File: src/rtl/fast_pkg.sv
// Shared types and the ring arc detector for the FAST corner scorer.
package fast_pkg;

    localparam int unsigned RING_SIZE   = 16;
    localparam int unsigned PIXEL_WIDTH = 8;
    localparam int unsigned DW          = PIXEL_WIDTH + 2;

    typedef logic [DW-1:0] diff_t;
    typedef logic [DW+3:0] score_t;

    // True when `len` consecutive mask bits are set, wrapping around the ring.
    function automatic logic arc_detect(input logic [RING_SIZE-1:0] mask,
                                        input int unsigned          len);
        logic hit;
        logic run;
        hit = 1'b0;
        for (int unsigned s = 0; s < RING_SIZE; s++) begin
            run = 1'b1;
            for (int unsigned k = 0; k < RING_SIZE; k++) begin
                if (k < len) begin
                    run = run & mask[4'(s + k)];
                end
            end
            hit = hit | run;
        end
        return hit;
    endfunction

endpackage

File: src/rtl/fast_sum16.sv
// Two-level pipelined adder tree summing the 16 ring differences of one polarity.
module fast_sum16
    import fast_pkg::*;
#(
    parameter int unsigned W = DW
) (
    input  logic                     clk,
    input  logic                     rst,
    input  logic                     ce,
    input  logic [RING_SIZE*W-1:0]   din_i,
    output logic [W+3:0]             sum_o
);

    localparam int unsigned PW = W + 2;
    localparam int unsigned SW = W + 4;

    logic [PW-1:0] part_d [4];
    logic [PW-1:0] part_q [4];
    logic [SW-1:0] sum_d;
    logic [SW-1:0] sum_q;

    // Level 1 forms four quad sums, level 2 adds the registered quads.
    always_comb begin
        for (int g = 0; g < 4; g++) begin
            part_d[g] = '0;
            for (int j = 0; j < 4; j++) begin
                part_d[g] = part_d[g] + PW'(din_i[(4*g+j)*W +: W]);
            end
        end
        sum_d = SW'(part_q[0]) + SW'(part_q[1]) + SW'(part_q[2]) + SW'(part_q[3]);
    end

    always_ff @(posedge clk) begin
        if (!rst) begin
            part_q <= '{default: '0};
            sum_q  <= '0;
        end else if (ce) begin
            part_q <= part_d;
            sum_q  <= sum_d;
        end
    end

    assign sum_o = sum_q;

endmodule

File: src/rtl/fast_arc_scorer.sv
// FAST arc test, corner score and per-frame corner count (3-cycle pipeline).
// Define FAST_SCORE_EN to build the difference adder trees; otherwise score is 0.
module fast_arc_scorer
    import fast_pkg::*;
#(
    parameter int unsigned PIXEL_WIDTH = fast_pkg::PIXEL_WIDTH,
    parameter int unsigned ARC_LEN     = 9,
    parameter int unsigned CNT_WIDTH   = 16
) (
    input  logic                              clk,
    input  logic                              rst,
    input  logic                              ce,
    input  logic                              in_vld,
    input  logic                              sof,
    input  logic [RING_SIZE-1:0]              bright,
    input  logic [RING_SIZE-1:0]              dark,
    input  logic [RING_SIZE*(PIXEL_WIDTH+2)-1:0] diff_b,
    input  logic [RING_SIZE*(PIXEL_WIDTH+2)-1:0] diff_d,
    output logic                              out_vld,
    output logic                              is_corner,
    output logic [PIXEL_WIDTH+5:0]            score,
    output logic [CNT_WIDTH-1:0]              corner_cnt
);

    localparam int unsigned DWL = PIXEL_WIDTH + 2;
    localparam int unsigned SW  = DWL + 4;
    localparam logic [CNT_WIDTH-1:0] CNT_MAX = '1;

    logic                 v1_q, ab1_q, ad1_q;
    logic                 v2_q, ab2_q, ad2_q;
    logic [SW-1:0]        sum_b2, sum_d2;
    logic                 out_vld_q, is_corner_q;
    logic [SW-1:0]        score_q;
    logic [CNT_WIDTH-1:0] cnt_q;
    logic                 corner_d;
    logic [SW-1:0]        score_d;
    logic [CNT_WIDTH-1:0] cnt_d;

`ifdef FAST_SCORE_EN
    fast_sum16 #(.W(DWL)) u_sum_b (
        .clk   (clk),
        .rst   (rst),
        .ce    (ce),
        .din_i (diff_b),
        .sum_o (sum_b2)
    );

    fast_sum16 #(.W(DWL)) u_sum_d (
        .clk   (clk),
        .rst   (rst),
        .ce    (ce),
        .din_i (diff_d),
        .sum_o (sum_d2)
    );
`else
    logic unused_diff;
    assign unused_diff = ^{diff_b, diff_d};
    assign sum_b2      = '0;
    assign sum_d2      = '0;
`endif

    // Arc flags and valid ride alongside the adder tree for two stages.
    always_ff @(posedge clk) begin
        if (!rst) begin
            v1_q  <= 1'b0;
            ab1_q <= 1'b0;
            ad1_q <= 1'b0;
            v2_q  <= 1'b0;
            ab2_q <= 1'b0;
            ad2_q <= 1'b0;
        end else if (ce) begin
            v1_q  <= in_vld;
            ab1_q <= arc_detect(bright, ARC_LEN);
            ad1_q <= arc_detect(dark, ARC_LEN);
            v2_q  <= v1_q;
            ab2_q <= ab1_q;
            ad2_q <= ad1_q;
        end
    end

    // Score select (ties favour bright) and saturating frame counter.
    always_comb begin
        corner_d = v2_q & (ab2_q | ad2_q);
        score_d  = '0;
        cnt_d    = cnt_q;
        if (v2_q) begin
            if (ab2_q && ad2_q) begin
                score_d = (sum_d2 > sum_b2) ? sum_d2 : sum_b2;
            end else if (ab2_q) begin
                score_d = sum_b2;
            end else if (ad2_q) begin
                score_d = sum_d2;
            end
        end
        if (sof) begin
            cnt_d = corner_d ? CNT_WIDTH'(1) : '0;
        end else if (corner_d && (cnt_q != CNT_MAX)) begin
            cnt_d = cnt_q + CNT_WIDTH'(1);
        end
    end

    always_ff @(posedge clk) begin
        if (!rst) begin
            out_vld_q   <= 1'b0;
            is_corner_q <= 1'b0;
            score_q     <= '0;
            cnt_q       <= '0;
        end else if (ce) begin
            out_vld_q   <= v2_q;
            is_corner_q <= corner_d;
            score_q     <= score_d;
            cnt_q       <= cnt_d;
        end
    end

    assign out_vld    = out_vld_q;
    assign is_corner  = is_corner_q;
    assign score      = score_q;
    assign corner_cnt = cnt_q;

endmodule

File: config.mk
export PLATFORM = sky130hd
export DESIGN_NAME = fast_arc_scorer
export DESIGN_NICKNAME = d
export VERILOG_FILES = /design/src/rtl/fast_pkg.sv /design/src/rtl/fast_sum16.sv /design/src/rtl/fast_arc_scorer.sv
export SDC_FILE = /design/constraint.sdc
export NUM_CORES = 1
export LEC_CHECK = 0
export CORE_AREA = 5 5 149 151
export CTS_BUF_LIST = sky130_fd_sc_hd__clkbuf_8
export DETAILED_ROUTE_END_ITERATION = 8
export DIE_AREA = 0 0 154 156
export DONT_BUFFER_PORTS = 1
export SYNTH_ARGS = -nofsm -noshare
export SYNTH_HDL_FRONTEND = slang
export SYNTH_HIERARCHICAL = 1
export SYNTH_SLANG_ARGS = --single-unit
File: constraint.sdc
create_clock -name clk -period 1.69 [get_ports clk]
set_input_delay 0.338 -clock clk [delete_from_list [all_inputs] [get_ports clk]]
set_output_delay 0.338 -clock clk [all_outputs]
set_load 0.05 [all_outputs]
## After elaboration in Yosys (flattened, before gate mapping)

Index checks and enable logic that the tools add are counted.

- Register bits: 24
- ROM bits: 0
- RAM bits: 0
- Input bits: 357
- Bits in latches: 0
- Word-level logic and storage cells: 881
- Output and inout bits: 32
- Memories: 0

- Mux-type cells: 579
- $add $sub $neg: 1
- Equality and inequality tests: 1
- Shift operators: 0
- Bitwise logic cells: 288
- Div/mod/pow operators: 0
- $mul: 0
- Magnitude comparators: 0
- Reduce and logical (&&, ||, !) cells: 3

Operators by type and width:

| cell | number |
|---|---|
| 2-to-1 mux 1 bit | 577 |
| bitwise AND 1 bit | 257 |
| 2-to-1 mux 16 bit | 2 |
| bitwise OR 1 bit | 31 |
| adder 16 x 1 -> 16 bit, second input constant | 1 |
| inequality test 16 bit, second input constant | 1 |
| AND reduction 2 bit | 1 |
| nonzero test 2 bit | 1 |
| logical AND 1 bit | 1 |

## Longest topological paths before layout

Gate-level depths: netlist of run 1.

- Depth in word-level cells: 41
- Depth in mapped cells: 6
- Mapped depth without buffers: 6

## Worst setup path before layout of run 1

No wires, ideal clock.

- Path kind: reg-to-reg
- Start point: reg cnt_q[0] (netlist: corner_cnt[0])
- End point: reg cnt_q[9] (netlist: corner_cnt[9])
- Period minus slack after synthesis: 2020 ps
- Data arrival time: 1950 ps
- Path buffers: 0
- Cell stages (with the launch flop): 7
- Data required time: 1620 ps
- Path slack: -330 ps
- Setup time: 70 ps
- Path through: dfxtp_1 > ha_1 > and3_4 > and4_4 > a21o_1 > or4_1 > a21oi_1

- Longest elaborated chain between the ends: 4
- Elaborated cells between the ends (all ways): 7
- Those cells by class: 1 x add/sub; 1 x eq/ne; 2 x mux; 3 x reduce/logical

RTL lines:

| what | RTL line | text |
|---|---|---|
| start, declared | fast_arc_scorer.sv:34 | `logic [CNT_WIDTH-1:0] cnt_q;` |
| start signal, assigned | fast_arc_scorer.sv:112 | `cnt_q <= cnt_d;` |
| parallel branches: the longest is 4 deep, another holds adder 16 x 1 -> 16 bit | n/a |  |

Several ways; the timed one is not identified. The select of a mux whose other input is x is not followed.
A chain may end at the register's enable or synchronous reset.

## Worst setup path after layout of run 1

- Start point: reg cnt_q[1] (netlist: corner_cnt[1])
- End point: reg cnt_q[9] (netlist: corner_cnt[9])

The elaborated chain is that of the path after synthesis.

==> results of run 1 <==
==> metrics by stage <==
stage                     utilization  instance area [um^2]
after floorplan                     -                  1690
after global placement          0.105                  2170
after detailed placement        0.105                  2170
after CTS                       0.109                  2250
after global routing            0.112                  2310
final                           0.112                  2310
==> power groups by stage <==
stage,Sequential [mW],Combinational (mW),Clock [mW]
6_report,0.570,0.143,0.522
5_1_grt,0.571,0.155,0.565
2_1_floorplan,0.582,0.153,0
3_3_place_gp,0.582,0.140,0
3_5_place_dp,0.583,0.141,0
4_1_cts,0.569,0.141,0.554
==> sequential cells by signal (all words and copies together) (netlist names) <==
name	flops
corner_cnt	16
v1_q	1
ab2_q	1
ab1_q	1
ad1_q	1
out_vld	1
ad2_q	1
is_corner	1
v2_q	1
==> area by class of cell <==
type,count,share of cell area
clock buffers,3,0.0179
repair buffers,36,0.117
well taps,275,0.149
flip-flops and latches,24,0.224
inverters,7,0.0114
multi-input cells,153,0.468
clock inverters,1,0.0130
==> routing by layer <==
metal  share of wire  global-route usage
met1            0.45              0.0511
met2            0.42              0.0616
met3            0.13              0.0250
met4          0.0054             0.00505
met5               0                   0
==> final timing paths <==
| path | start | endpoint | slack [ps] | cells past startpoint |
|---|---|---|---|---|
| worst min-delay path | ce | ab1_q | 160 | 1 |
| worst max register to register | corner_cnt[1] | corner_cnt[9] | 30 | 6 |
| worst min register to register | ab1_q | ab2_q | 520 | 2 |
| worst max-delay path | corner_cnt[1] | corner_cnt[9] | 30 | 6 |
==> cells in the mapped netlist (2+ instances only) <==
library cell	number
sky130_fd_sc_hd__and3_2	2
sky130_fd_sc_hd__buf_4	15
sky130_fd_sc_hd__a31oi_1	3
sky130_fd_sc_hd__nand3_1	6
sky130_fd_sc_hd__o21ai_0	12
sky130_fd_sc_hd__nor3_1	2
sky130_fd_sc_hd__a21oi_1	9
sky130_fd_sc_hd__a211oi_1	3
sky130_fd_sc_hd__a2111oi_2	2
sky130_fd_sc_hd__and2_1	3
sky130_fd_sc_hd__dfxtp_1	24
sky130_fd_sc_hd__inv_1	7
sky130_fd_sc_hd__a311oi_1	2
sky130_fd_sc_hd__mux2i_1	6
sky130_fd_sc_hd__o2111ai_1	3
sky130_fd_sc_hd__xnor2_1	9
sky130_fd_sc_hd__clkbuf_1	2
sky130_fd_sc_hd__and4_4	2
sky130_fd_sc_hd__nor2b_1	8
sky130_fd_sc_hd__or4_1	2
sky130_fd_sc_hd__o21bai_1	2
sky130_fd_sc_hd__nand4_1	7
sky130_fd_sc_hd__nor4_1	2
sky130_fd_sc_hd__o211ai_1	2
sky130_fd_sc_hd__nor2_1	16
sky130_fd_sc_hd__o31ai_1	2
sky130_fd_sc_hd__a2111oi_4	2
sky130_fd_sc_hd__nand2_1	15
sky130_fd_sc_hd__a21boi_0	3
==> worst max-delay path: stages (launching register included) <==
cell	delay (ps)
sky130_fd_sc_hd__dfxtp_4	360
sky130_fd_sc_hd__ha_4	150
sky130_fd_sc_hd__and3_4	160
sky130_fd_sc_hd__and4_4	150
sky130_fd_sc_hd__a21o_1	160
sky130_fd_sc_hd__or4_1	480
sky130_fd_sc_hd__a21oi_2	130
==> timing repair <==
action / 4_1_cts / 5_1_grt
pin swaps: 4 / 7
buffers inserted: 1 / 0
gates resized for setup: 1 / 10
setup endpoints to repair: 1 / 9
endpoints found under the hold margin: 0 / 0
==> cell families after synthesis <==
family	after synthesis	synth area share
and+or+nand+nor	70	0.234
AOI/OAI and AO/OA	53	0.267
buffers and inverters	26	0.0979
DFF	24	0.303
xor gates and xnor gates	9	0.0497
muxes	6	0.0379
adders and majority gates	1	0.00789
other	1	0.00237
==> results, run 1 <==
- The total number of placement rows is 53.
- Pin placement for this block handled 389 I/O pins.
- The maximum clock frequency is 602 MHz.
- The biggest area contributor in the post-synthesis netlist is sky130_fd_sc_hd__dfxtp_1.
- Of the total power, the share spent switching nets is 0.256.
- The footprint of the flip-flops and latches is 517 um^2.
- The most common cell after layout, fill and taps aside is sky130_fd_sc_hd__buf_4.
- The most used flip-flop cell after synthesis is sky130_fd_sc_hd__dfxtp_1.
- The cell internal power dissipation is 0.919 mW.
- Across the run, the number of max-cap violations was 0.
- Of the synthesized area, sequential elements account for 0.303.
- The share of the synthesized area in the top cell type is 0.303.
- The die is 156 um tall.
- The mapped cell area is 1590 um^2.
- The largest fanout of any net on the critical path is 4.
- The final hold slack is 163 ps.
- For this run, the detailed router's first-pass iteration total came to 4.
- The setup slack of the critical path after layout is 28.5 ps.
- The congestion estimate from routability-driven global placement came to 0.770.
- The sum of internal, switching and leakage power is 1.24 mW.
- The type of origin of the critical path is a flip-flop.
- The number of buffers between clock root and the deepest sink is 2.
- Ranked by total cell area, the synthesized netlist is headed by sky130_fd_sc_hd__dfxtp_1 (30%), sky130_fd_sc_hd__buf_4 (7.1%), sky130_fd_sc_hd__xnor2_1 (5.0%).
- The analysis attributes to net switching a power of 0.316 mW.
- The run finished with clean final reports.
- The area added between synthesis and finish is 45.6%.
- The slew at the pin with the worst max-slew slack is 597 ps.
- In this run the power density over the cells is 535 nW/um^2.
- The endpoint kind of the worst setup timing path is a flip-flop.
- The total detailed-routing wirelength is 5200 um.
- Clock tree synthesis found a total of 24 sinks.
- The power share of the combinational group is 0.116.
- The fraction of layout cells with a size suffix above 1 is 0.353.
- For this run the aggregate overflow at the end of global routing stands at 0.
- The initial standard-cell utilization of the core is 0.0766.
- The number of hold violations in the final report was 0.
- Using the TritonRoute via totals, the vias-per-cell ratio works out to 2.96.
- Counting distinct cell types in the post-synthesis netlist gives 46.
- For this block, the via count after detailed routing is 1475.
- After synthesis, the share of flip-flops with an asynchronous set or reset is 0.
- The critical path class is flip-flop to flip-flop.
- The clock transition at the registers of the reported paths is 90 ps.
- The number of global-route vias before repair is 1408.
- The leakage dissipation is 0.726 nW.
- Setup repair after global routing could not meet its margin everywhere.
- The synthesized design contains 0 enable-type register cells.
- The first global-routing pass estimated 7590 um of wire.
- The detail route stage leaves a number of antenna-violating nets equal to 0.
- The cell at the root of the clock tree is sky130_fd_sc_hd__clkbuf_8.
- The floorplan step defined a core boundary enclosing 20700 um^2.
- The average detailed-routed wire length per instance is 10.4 um.
- Including well taps, the total number of placed cells is 494.
- The clock period minus final worst setup slack is 1660 ps.
- The total routing usage reported by global routing is 0.0408.
- The share of total power dissipated in sequential elements is 0.461.
- Clock latency on the worst-skew pair, taken at its later pin, is 280 ps.
- In the final layout, the multi-input gates occupy 1080 um^2.
- For this run, design rule violations remaining after detail routing come to 0.
- The net count of the finished layout is 583.
- A synthesized cell averages 8.34 um^2.
- In the synthesized netlist, the number of instances is 190.
- The count of input and output buffers is 0.
- The total negative slack for setup checks is 0 ps.
- The flip-flop and latch count after synthesis is 24.
- The number of warnings reported in the yosys synthesis log is 6.
- In this run the number of H-tree levels came out at 1.
- The data arrival time of the critical path is 1870 ps.
- The final instance count without filler cells is 499.
- Entering global routing, the biggest net connects 15 pins.
- Once detailed placement completed, the half-perimeter wirelength came to 4400 um.
- The number of hold buffers added after cts is 0.
- TritonCTS built the clock tree.
- Timing analysis after detailed placement gives a worst setup slack of -17.3 ps.
- The headroom to the max-slew limit is 0.601.
- The fill cell instance count of the final layout is 2412.
- The number of setup violations in the final report is 0.
- The part of the power in the clock network is 0.423.
- The number of clock buffers inserted by TritonCTS is 3.
- The number of diodes added for antenna fixing is 0.
- The number of DRC markers after the initial detailed-route iteration is 38.
- The count of pins over their slew limit is 0.
- Across the VDD grid, the largest voltage drop is 0.232 mV.
- For the worst setup path, the data required time is 1900 ps.
- The top cell types in the final layout, fill and taps aside, are sky130_fd_sc_hd__buf_4 (36), sky130_fd_sc_hd__nor2_1 (16), sky130_fd_sc_hd__nand2_1 (15).
- The share of the cycle needed by the critical path after routing is 0.983.
- The die covers 24000 um^2.
- The width of the die is 154 um.
- The number of antenna violations at the first check in global routing came to 0.
- The path class of the tightest hold or removal check is input port to flip-flop.
- The largest clock skew in the final design is 1.82 ps.
No activity file was read; power rests on OpenSTA's default activity.
==> run 2, diff against run 1 <==
--- a/config.mk
+++ b/config.mk
@@ -5,6 +5,7 @@
 export SDC_FILE = /design/constraint.sdc
 export NUM_CORES = 1
 export LEC_CHECK = 0
+export ABC_CLOCK_PERIOD_IN_PS = 1690
 export CORE_AREA = 5 5 149 151
 export CTS_BUF_LIST = sky130_fd_sc_hd__clkbuf_8
 export DETAILED_ROUTE_END_ITERATION = 8
==> results of run 2 <==
No change in the layout: final DEF, timing and power equal those of run 1.
==> run 3, diff against run 2 <==
--- a/config.mk
+++ b/config.mk
@@ -11,6 +11,7 @@
 export DETAILED_ROUTE_END_ITERATION = 8
 export DIE_AREA = 0 0 154 156
 export DONT_BUFFER_PORTS = 1
+export PLACE_DENSITY = 0.3
 export SYNTH_ARGS = -nofsm -noshare
 export SYNTH_HDL_FRONTEND = slang
 export SYNTH_HIERARCHICAL = 1
==> run 3 against run 2 <==
- sequential share of layout area is 0.37 points lower
- clock-buffer cell count stayed put
- design area is 0.92% higher
- routed wire length is 8.9% higher
- largest power group unchanged
- power is 1.3% higher
- sequential cell count stayed put
- clock skew is 1.0 ps higher
- highest routed layer unchanged
- largest cell class unchanged
- first-iteration DRC count is 5.3% higher
- core utilization is 0.10 points higher
- clock power is 2% higher
- critical path depth stayed put
==> results, run 3 (synthesized netlist as in run 1, its figures left out) <==
- The number of remaining DRC errors is 0 (unchanged).
- The total negative slack for setup checks is 0 ps (unchanged).
- The fraction of power spent switching nets was 0.265 (+0.00896).
- The clock transition at the registers of the reported paths was 100 ps (about the same).
- The number of instances on the worst hold path is 1 (unchanged).
- The number of buffers between clock root and the deepest sink is 2 (unchanged).
- The headroom to the max-slew limit is 0.630 (+0.0283).
- The placed instance count is 496 (+0.40%).
- The critical path class is flip-flop to flip-flop.
- The cell internal power dissipation is 0.920 mW (about the same).
- The fill cell instance count of the final layout came to 2411 (-0.041%).
- The final instance count without filler cells is 500 (+0.20%).
- The area of placed instances is 2190 um^2 (+1.3%).
- Setup repair after global routing could not meet its margin everywhere.
- The flow ran to the end, and the final reports show no timing, DRC or antenna violations.
- The type of origin of the critical path is a flip-flop.
- The minimum setup slack among reg-to-reg paths is 50 ps (+20 ps).
- The iteration count of the initial detailed-routing pass is 4 (unchanged).
- The width of the die is 154 um (unchanged).
- The aggregate global routing overflow is 0 (unchanged).
- The count of pins on the block boundary is 389 (unchanged).
- The part of the power in the clock network is 0.427 (+0.004).
- The initial standard-cell utilization of the core came to 0.0766 (unchanged).
- The top cell types in the final layout, fill and taps aside, are sky130_fd_sc_hd__buf_4 (36), sky130_fd_sc_hd__nor2_1 (16), sky130_fd_sc_hd__nand2_1 (14), sky130_fd_sc_hd__conb_1 (14), sky130_fd_sc_hd__o21ai_0 (12).
- The data arrival time of the critical path was 1860 ps (about the same).
- The number of hold buffers added after cts is 0 (unchanged).
- The share of the cycle needed by the critical path after routing was 0.971 (-0.0117).
- TritonCTS built the clock tree.
- The level count of the clock H-tree is 1 (unchanged).
- The worst hold path endpoint is ab1_q.
- The number of clock buffers inserted by TritonCTS came to 3 (unchanged).
- The path category of the worst min-delay check is input port to flip-flop.
- The total detailed-routing wirelength is 5670 um (+8.9%).
- The total number of clock tree sinks is 24 (unchanged).
- The maximum clock frequency is 609 MHz (+1.2%).
- The area added between synthesis and finish is 47.0%.
- The beginning of the critical path is corner_cnt[0].
- The clock latency on the worst-skew pair is 280 ps (about the same).
- The number of global-route vias before repair is 1555 (+10%).
- The slew at the pin with the worst max-slew slack came to 555 ps (-42.4 ps).
- The startpoint of the tightest hold check path is ce.
- The maximum number of pins on one net before global-route repair came to 15 (unchanged).
- The cell count of the worst reg-to-reg path is 6 (unchanged).
- The peak supply drop is 0.232 mV (-0.14%).
- The number of antenna violations at the first check in global routing is 0 (unchanged).
- The clock period minus final worst setup slack was 1640 ps (-19.8 ps).
- The critical path goes through buf_4 -> and3_4 -> nand3_4 -> buf_12 -> or4_4 -> a21oi_2.
- In this run the critical register-to-register path is captured at corner_cnt[9].
- The required arrival time at the worst endpoint came to 1900 ps (about the same).
- The total routing usage reported by global routing is 0.0456 (+0.00486).
- The sum of internal, switching and leakage power is 1.25 mW (+1.3%).
- The number of nets in the layout is 584 (+0.17%).
- The average detailed-routed wire length per instance is 11.3 um (+8.7%).
- The share of power burned in registers was 0.454 (-0.007).
- The count of input and output buffers came to 0 (unchanged).
- The number of hold violations in the final report is 0 (unchanged).
- The full die area is 24000 um^2 (unchanged).
- The setup slack of the critical path after layout is 48.3 ps (+19.8 ps).
- The fraction of layout cells with a size suffix above 1 is 0.347 (-0.00601).
- The total of max-cap violations came to 0 (unchanged).
- The die outline height came to 156 um (unchanged).
- The number of DRC markers after the initial detailed-route iteration came to 40 (+5.3%).
- On the critical path, the stage with the largest delay is an instance of sky130_fd_sc_hd__or4_4.
- The global placement routability congestion is 0.689 (-10%).
- The count of pins over their slew limit is 0 (unchanged).
- The critical register-to-register path startpoint is corner_cnt[0].
- The delay contributed by the slowest stage of the critical path was 470 ps (about the same).
- The number of flip-flops in the largest register is 16 (unchanged).
- Leaving out fill and tap cells, the most frequent cell in the layout is sky130_fd_sc_hd__buf_4.
- The design area is 2330 um^2 (+0.92%).
- The largest fanout of any net on the critical path is 4 (unchanged).
- The switching power total was 0.332 mW (+4.9%).
- The sum of net half-perimeters after detailed placement came to 4800 um (+9.1%).
- The leakage dissipation is 0.735 nW (+1.3%).
- The via count was 1510 (+2.4%).
- The core footprint was 20700 um^2 (unchanged).
- The number of setup violations in the final report is 0 (unchanged).
- The post-CTS repair timing setup buffer count is 0 (-1).
- The final hold slack is 153 ps (-10.5 ps).
- The largest clock skew in the final design was 2.82 ps (+1.00 ps).
- Clock tree synthesis selected as its root buffer the cell sky130_fd_sc_hd__clkbuf_8.
- The power share of the combinational group is 0.119 (+0.003).
- The areal power density over the cells was 537 nW/um^2 (+0.39%).
- The final design utilization came to 0.113 (+0.00103).
- The first-pass GRT wire length is 8610 um (+13%).
- The number of diodes added for antenna fixing came to 0 (unchanged).
- The setup slack at placement is -10.8 ps (+6.45 ps).
- The post-route antenna net violation count is 0 (unchanged).
- The total number of placement rows was 53 (unchanged).
- The endpoint kind of the worst setup timing path is a flip-flop.
- The post-detailed-route via-to-cell ratio is 3.02 (+2.2%).
[run 3: timing repair]
| item | 4_1_cts | 5_1_grt |
|---|---|---|
| gates resized for setup | 3 | 7 |
| endpoints found under the setup margin | 2 | 5 |
| pin swaps | 3 | 4 |
[run 3: power groups by stage]
stage | clock network (mW) | logic, mW | registers, mW
floorplan | 0 | 0.153 | 0.582
global placement | 0 | 0.147 | 0.582
detailed placement | 0 | 0.147 | 0.582
CTS | 0.557 | 0.148 | 0.569
global route | 0.576 | 0.161 | 0.570
finish | 0.534 | 0.149 | 0.569
[run 3: cell type report]
class	instances	area, um^2	share of cell area
sequential	24	513	0.220
clock inverter	1	30.0	0.0129
timing repair buffer	37	290	0.125
multi-input combinational	153	1080	0.466
clock buffer	3	41.3	0.0177
inverter	7	26.3	0.0113
tap	275	344	0.148
[run 3: critical path, delay by kind of cell (launching register included)]
family	cells	cell delay, ps
AO/OA/AOI/OAI	1	130
buffers and inverters	2	300
flip-flops	1	370
AND/OR/NAND/NOR	3	790
[run 3: how the worst max path moves through the flow]
| stage | to | slack [ps] |
|---|---|---|
| 6_report | corner_cnt[9] | 50 |
| 5_1_grt | corner_cnt[9] | -8 |
| 4_1_cts | corner_cnt[9] | 10 |
| 3_5_place_dp | corner_cnt[9] | -10 |
| 3_3_place_gp | corner_cnt[9] | -20 |
| 2_1_floorplan | corner_cnt[9] | -50 |
[run 3: layer usage]
metal  track usage  up-vias  wire [um]
li1              -      743          -
met1        0.0571      707       2430
met2        0.0753       56       2690
met3        0.0175        4        509
met4       0.00883        0         33
met5             0        -          0
